## config.mk

```make
export PLATFORM = sky130hd
export DESIGN_NAME = conv_engine_param
export DESIGN_NICKNAME = d
export VERILOG_FILES = /design/src/rtl/conv_pkg.sv /design/src/rtl/conv_mac.sv /design/src/rtl/conv_engine_param.sv
export SDC_FILE = /design/constraint.sdc
export NUM_CORES = 1
export LEC_CHECK = 0
export CAP_MARGIN = 30
export CELL_PAD_IN_SITES_DETAIL_PLACEMENT = 0
export CELL_PAD_IN_SITES_GLOBAL_PLACEMENT = 2
export CORE_MARGIN = 3
export CORE_UTILIZATION = 44
export CTS_BUF_LIST = sky130_fd_sc_hd__clkbuf_8
export CTS_CLUSTER_SIZE = 14
export DETAILED_ROUTE_END_ITERATION = 6
export PLACE_DENSITY = 0.79
export SYNTH_ARGS = -nofsm -noshare
export SYNTH_HDL_FRONTEND = slang
export SYNTH_SLANG_ARGS = --single-unit
```

## constraint.sdc

```tcl
create_clock -name clk -period 6.78 [get_ports clk]
set_input_delay 1.356 -clock clk [delete_from_list [all_inputs] [get_ports clk]]
set_output_delay 1.356 -clock clk [all_outputs]
set_load 0.01 [all_outputs]
```

## src/rtl/conv_pkg.sv

```systemverilog
// Shared types and elaboration-time width helpers for the parametrised convolution engine.
package conv_pkg;

    // Engine control states.
    typedef enum logic [1:0] {
        StIdle,
        StLoad,
        StCompute,
        StOut
    } state_e;

    // Ceiling log2; returns 0 for v <= 1.
    function automatic int unsigned clog2_f(input int unsigned v);
        int unsigned r;
        r = 0;
        while ((32'd1 << r) < v) begin
            r = r + 1;
        end
        return r;
    endfunction

    // Width of an index that covers 0..v-1, never narrower than one bit.
    function automatic int unsigned idx_w(input int unsigned v);
        return (v <= 1) ? 1 : clog2_f(v);
    endfunction

    // Accumulator width that holds K*K full-scale DW x DW products without overflow.
    function automatic int unsigned acc_w(input int unsigned dw, input int unsigned k);
        return 2 * dw + clog2_f(k * k);
    endfunction

    // Side of the valid-convolution output map.
    function automatic int unsigned out_side(input int unsigned n, input int unsigned k);
        return n - k + 1;
    endfunction

endpackage

```

## src/rtl/conv_mac.sv

```systemverilog
// Single multiply-accumulate datapath: DW x DW product into an AW accumulator.
// Output view is the low OW bits, or an unsigned-saturated value when CONV_SAT_EN is defined.
module conv_mac
    import conv_pkg::*;
#(
    parameter int unsigned DW = 8,
    parameter int unsigned AW = 19,
    parameter int unsigned OW = 8
) (
    input  logic          clk,
    input  logic          rst,
    input  logic          clr,
    input  logic          en,
    input  logic [DW-1:0] a,
    input  logic [DW-1:0] b,
    output logic [OW-1:0] res
);

    logic [2*DW-1:0] prod;
    logic [AW-1:0]   acc_q;
    logic [AW-1:0]   acc_d;

    assign prod = (2 * DW)'(a) * (2 * DW)'(b);

    // Next accumulator value: clr restarts the sum with this cycle's product.
    always_comb begin
        acc_d = acc_q;
        if (en) begin
            acc_d = clr ? AW'(prod) : acc_q + AW'(prod);
        end
    end

    // Accumulator register, cleared by the synchronous active-low reset.
    always_ff @(posedge clk) begin
        if (!rst) begin
            acc_q <= '0;
        end else begin
            acc_q <= acc_d;
        end
    end

    if (AW > OW) begin : g_narrow
`ifdef CONV_SAT_EN
        assign res = (|acc_q[AW-1:OW]) ? {OW{1'b1}} : acc_q[OW-1:0];
`else
        assign res = acc_q[OW-1:0];
`endif
    end else begin : g_wide
        assign res = OW'(acc_q);
    end

endmodule

```

## src/rtl/conv_engine_param.sv

```systemverilog
// Parametrised NxN image / KxK kernel valid 2D convolution engine.
// Operands stream in (image then kernel, row-major), results stream out row-major
// through one shared MAC at one product per cycle.
// Build option: CONV_SAT_EN selects unsigned saturation of results instead of truncation.
module conv_engine_param
    import conv_pkg::*;
#(
    parameter int unsigned DW = 8,
    parameter int unsigned N  = 4,
    parameter int unsigned K  = 3,
    parameter int unsigned OW = 8
) (
    input  logic          clk,
    input  logic          rst,
    input  logic          start,
    output logic          busy,
    input  logic          in_valid,
    output logic          in_ready,
    input  logic [DW-1:0] in_data,
    output logic          out_valid,
    input  logic          out_ready,
    output logic [OW-1:0] out_data,
    output logic          out_last,
    output logic          done
);

    localparam int unsigned M    = out_side(N, K);
    localparam int unsigned NIMG = N * N;
    localparam int unsigned NKER = K * K;
    localparam int unsigned NTOT = NIMG + NKER;
    localparam int unsigned AW   = acc_w(DW, K);
    localparam int unsigned CW   = idx_w(NTOT);
    localparam int unsigned IAW  = idx_w(NIMG);
    localparam int unsigned KAW  = idx_w(NKER);
    localparam int unsigned PW   = idx_w(M);
    localparam int unsigned KW   = idx_w(K);

    if (K < 1 || N < K) begin : g_param_check
        $error("conv_engine_param: requires K >= 1 and N >= K");
    end

    state_e        state_q, state_d;
    logic [CW-1:0] ld_cnt_q, ld_cnt_d;
    logic [PW-1:0] pi_q, pi_d, pj_q, pj_d;
    logic [KW-1:0] kr_q, kr_d, kc_q, kc_d;
    logic          done_q, done_d;

    logic [DW-1:0] img_q [NIMG];
    logic [DW-1:0] ker_q [NKER];

    logic [IAW-1:0] img_waddr, img_raddr;
    logic [KAW-1:0] ker_waddr, ker_raddr;

    logic          mac_en, mac_clr;
    logic [OW-1:0] mac_res;

    logic last_beat, last_tap_col, last_tap_row, last_col, last_pix;

    assign last_beat    = (ld_cnt_q == CW'(NTOT - 1));
    assign last_tap_col = (kc_q == KW'(K - 1));
    assign last_tap_row = (kr_q == KW'(K - 1));
    assign last_col     = (pj_q == PW'(M - 1));
    assign last_pix     = (pi_q == PW'(M - 1)) && last_col;

    // Buffer write addresses from the load count, read addresses from pixel and tap counters.
    always_comb begin
        img_waddr = IAW'(ld_cnt_q);
        ker_waddr = KAW'(ld_cnt_q - CW'(NIMG));
        img_raddr = IAW'((32'(pi_q) + 32'(kr_q)) * N + 32'(pj_q) + 32'(kc_q));
        ker_raddr = KAW'(32'(kr_q) * K + 32'(kc_q));
    end

    // Next-state, counter and handshake logic.
    always_comb begin
        state_d   = state_q;
        ld_cnt_d  = ld_cnt_q;
        pi_d      = pi_q;
        pj_d      = pj_q;
        kr_d      = kr_q;
        kc_d      = kc_q;
        done_d    = 1'b0;
        busy      = 1'b1;
        in_ready  = 1'b0;
        out_valid = 1'b0;
        out_last  = 1'b0;
        mac_en    = 1'b0;
        mac_clr   = 1'b0;
        unique case (state_q)
            StIdle: begin
                busy = 1'b0;
                // A start coinciding with the done pulse belongs to the finishing job.
                if (start && !done_q) begin
                    state_d = StLoad;
                end
            end
            StLoad: begin
                in_ready = 1'b1;
                if (in_valid) begin
                    if (last_beat) begin
                        ld_cnt_d = '0;
                        state_d  = StCompute;
                    end else begin
                        ld_cnt_d = ld_cnt_q + CW'(1);
                    end
                end
            end
            StCompute: begin
                mac_en  = 1'b1;
                mac_clr = (kr_q == '0) && (kc_q == '0);
                if (last_tap_col) begin
                    kc_d = '0;
                    if (last_tap_row) begin
                        kr_d    = '0;
                        state_d = StOut;
                    end else begin
                        kr_d = kr_q + KW'(1);
                    end
                end else begin
                    kc_d = kc_q + KW'(1);
                end
            end
            StOut: begin
                out_valid = 1'b1;
                out_last  = last_pix;
                if (out_ready) begin
                    if (last_pix) begin
                        pi_d    = '0;
                        pj_d    = '0;
                        done_d  = 1'b1;
                        state_d = StIdle;
                    end else begin
                        state_d = StCompute;
                        if (last_col) begin
                            pj_d = '0;
                            pi_d = pi_q + PW'(1);
                        end else begin
                            pj_d = pj_q + PW'(1);
                        end
                    end
                end
            end
            default: begin
                state_d = StIdle;
            end
        endcase
    end

    // Control state and counters; reset aborts any job in progress.
    always_ff @(posedge clk) begin
        if (!rst) begin
            state_q  <= StIdle;
            ld_cnt_q <= '0;
            pi_q     <= '0;
            pj_q     <= '0;
            kr_q     <= '0;
            kc_q     <= '0;
            done_q   <= 1'b0;
        end else begin
            state_q  <= state_d;
            ld_cnt_q <= ld_cnt_d;
            pi_q     <= pi_d;
            pj_q     <= pj_d;
            kr_q     <= kr_d;
            kc_q     <= kc_d;
            done_q   <= done_d;
        end
    end

    // Operand buffers: not reset, simply overwritten by each job's load phase.
    always_ff @(posedge clk) begin
        if (in_ready && in_valid) begin
            if (ld_cnt_q < CW'(NIMG)) begin
                img_q[img_waddr] <= in_data;
            end else begin
                ker_q[ker_waddr] <= in_data;
            end
        end
    end

    conv_mac #(
        .DW (DW),
        .AW (AW),
        .OW (OW)
    ) u_mac (
        .clk (clk),
        .rst (rst),
        .clr (mac_clr),
        .en  (mac_en),
        .a   (img_q[img_raddr]),
        .b   (ker_q[ker_raddr]),
        .res (mac_res)
    );

    // The accumulator holds still in StOut, so the result stays stable while stalled.
    assign out_data = mac_res;
    assign done     = done_q;

endmodule

```

==> parameters.txt <==
Parameter                              Value

Run status
  Outcome ... completed

Logic synthesis
  Mean post-synth cell area ... 16.6 sq um
  Top cell type's share of synthesized area ... 58.6%
  Count of mapped cells out of synthesis ... 618
  Leading cell types by total area after synthesis ... edfxtp_1 (59%), mux4_2 (11%), ha_1 (4.4%)
  Synth Register Bits ... 222
  Async set-reset flop share out of synthesis ... 0%
  Post-synth cell types ... 48
  Biggest area consumer among synthesized cells ... edfxtp_1
  Number of enable flip-flop cells after synthesis ... 200
  Part of the Yosys area used for sequential elements ... 62.9%
  Post-synthesis instance area ... 0.0102 sq mm
  Post-Synthesis Net Count ... 682
  Most common flop cell mapped by yosys ... edfxtp_1
  Yosys warning count ... 0

Clock network
  Maximum number of buffers from clock root to sink ... 3
  CTS hold repair buffers ... 0
  Clock Sink Count ... 222
  Total number of H-tree levels ... 2
  Clock buffer count from CTS ... 37
  Clock slew seen by the registers of the worst setup and hold paths ... 0.06 ns
  Clock tree root driver cell ... clkbuf_8
  Clock tree from TritonCTS ... done
  Clock insertion delay at the later pin of the skew report ... 0.53 ns

STA
  Final setup TNS ... 0 ns
  Post-Route Skew ... 0.0297 ns
  Final-layout worst hold slack ... 0.505 ns
  Count of endpoints failing setup in the final report ... 0
  Maximum clock frequency ... 154 MHz
  Actual slew at the worst max-slew pin ... 1.01 ns
  Number of failing hold endpoints at the final stage ... 0
  Shortest period the worst path allows ... 6.49 ns
  Final Slew Violations ... 0
  Max-slew headroom ... 32.5%
  Period utilization ... 95.7%
  Setup repair after global routing missed its margin ... no

Finish
  Ant diodes ... 0
  Sequential cell area ... 0.00645 sq mm
  Top library cells by usage in the layout, fill and taps aside ... edfxtp_1 (200), mux4_2 (48), nor2_1 (44), clkbuf_8 (37), inv_1 (31)
  Area taken by multi-input logic gates ... 0.00369 sq mm
  Most common library cell in the layout ignoring fill and taps ... edfxtp_1
  Fraction of layout instances using a drive strength above 1 ... 26.0%
  Filler cell count in the final layout ... 1836
  Layout net count ... 762
  Area of all placed cells without fillers ... 0.0120 sq mm
  Area Overhead vs Synth ... 16.8%
  End-of-flow core utilization ... 52.5%

GRT
  GRT Overall Usage ... 17.6%
  Pin count of the biggest net entering global routing ... 33
  Antenna violations before repair ... 0
  Overall overflow remaining after global route ... 0
  Number of global-route vias before repair ... 5787
  Wire length of the first global-routing pass ... 33400 um

Critical path
  Crit path max fanout ... 6
  CP Class ... reg2reg
  Critical Path Max Stage Delay ... 0.66 ns
  Critical Path Start Type ... register
  Library cell contributing the largest single delay on the critical path ... fa_2
  Arrival time of data at the critical path endpoint ... 6.90 ns
  Critical path required time ... 7.19 ns
  Kind of capture point of the worst setup path ... register
  Critical Path Most Common Cell ... inv_1

Route
  Routed wirelength normalized by instance count ... 20.7 um
  Pre-Repair DR Iteration Count ... 5
  Routed via count ... 5469
  Wirelength, routed ... 21500 um
  Antenna viol nets, final ... 0
  First-iteration detailed-routing DRC count ... 411
  DRC Markers ... 0
  Average vias per placed instance ... 5.26

Floorplan
  Horizontal die dimension ... 159 um
  Core Region ... 0.0228 sq mm
  DIE AREA ... 0.0251 sq mm
  # rows ... 55
  Effective utilization at floorplan ... 45.0%
  Die H ... 159 um
  I/O pin count ... 26

Power
  Share of power burned in the clock network ... 35.6%
  Total leakage power ... 4.13 nW
  Overall power ... 3.25 mW
  Reg power frac ... 46.6%
  Internal power ... 2.42 mW
  Share of total power in combinational logic ... 17.8%
  Peak supply drop ... 0.000134 V
  PwrDens ... 272 mW/mm^2
  Fraction of power spent switching nets ... 25.6%
  Power dissipated by switching net loads ... 830 uW

Placed design
  Estimated wirelength of the detail-placed design ... 14200 um
  Weighted congestion reported at the end of routability-driven placement ... 0.785
  Placed standard-cell area ... 0.0110 sq mm
  Input/output buffers ... 25

Job
  Max capacitance violation total ... 0

Worst hold path
  Min-delay worst type ... reg2reg
[routing by layer]
metal / share of wire, % / wire, um / global-route usage, %
met4: 2.1 / 447 / 5.04
met2: 51 / 10900 / 29.4
met5: 0 / 0 / 0
met1: 44 / 9370 / 24.1
met3: 3.4 / 724 / 2.83
[flip-flops by register name, indices dropped and copies added, names as in the netlist, 2 cells and up]
signal / flops
img_q: 128
ker_q: 72
u_mac.acc_q: 8
ld_cnt_q: 5
kc_q: 2
kr_q: 2
state_q: 2
[kinds of logic after synthesis]
logic type,count (synthesis),synth area share [%]
flip-flops,222,62.9
XOR/XNOR,28,2.87
AO/OA/AOI/OAI,39,2.71
multiplexers,86,15.0
AND/OR/NAND/NOR,140,6.59
adder cells (fa/ha/maj),51,7.33
buffers and inverters,52,2.55
[stage by stage]
step	setup slack (ns)	std cells
3_3_place_gp	0.105	954
6_report	0.294	1039
2_1_floorplan	0.0893	618
3_5_place_dp	-0.00898	959
5_1_grt	0.0186	1039
4_1_cts	0.0389	1026
[path summary, 6_finish.rpt]
kind / start / endpoint / slack [ns] / depth (start not counted)
min reg2reg: u_mac.acc_q[2] / u_mac.acc_q[2] / 0.51 / 2
min: u_mac.acc_q[2] / u_mac.acc_q[2] / 0.51 / 2
max: kc_q[1] / u_mac.acc_q[7] / 0.29 / 28
max reg2reg: kc_q[1] / u_mac.acc_q[7] / 0.29 / 28
[timing repair]
action                                  CTS  global route
endpoints found under the setup margin    1             2
gates resized for setup                   2            43
buffers inserted                          0            12
pin swaps                                 0            26
endpoints found under the hold margin     0             0
[critical path: cells and delay by family, from the launching register on]
family                   cells  cell delay (ns)
buffers and inverters        7             0.52
XOR/XNOR                     4             0.78
adder cells (fa/ha/maj)      8             2.97
AND/OR/NAND/NOR              2             0.15
AO/OA/AOI/OAI                3             0.57
multiplexers                 4             1.05
flip-flops                   1             0.33
[area by class of cell]
class                           count  share of cell area, %
Sequential cell                   222                   53.9
Multi-Input combinational cell    344                   30.9
Timing Repair Buffer               62                   4.96
Clock buffer                       37                   4.26
Tap cell                          313                   3.27
Clock inverter                     30                   1.77
Inverter                           31                  0.973
[power groups by stage]
| stage | Clock [mW] | Sequential [mW] | Combinational, mW |
|---|---|---|---|
| after floorplan | 0 | 1.54 | 0.378 |
| after global placement | 0 | 1.54 | 0.505 |
| after detailed placement | 0 | 1.54 | 0.523 |
| after CTS | 1.19 | 1.51 | 0.526 |
| after global routing | 1.25 | 1.52 | 0.642 |
| final | 1.16 | 1.51 | 0.579 |
[cell usage after synthesis (7+ instances only)]
cell type	number
clkbuf_1	8
nor2_1	48
edfxtp_1	200
mux2i_1	22
a21oi_1	10
mux4_2	48
xnor2_1	18
nand2_1	26
nand2b_1	7
ha_1	36
nor2b_1	9
and2_1	14
o211a_1	7
inv_1	31
dfxtp_1	22
nor3_1	10
nand3_1	12
mux2_2	9
fa_1	15
No activity file was read; power rests on OpenSTA's default activity.
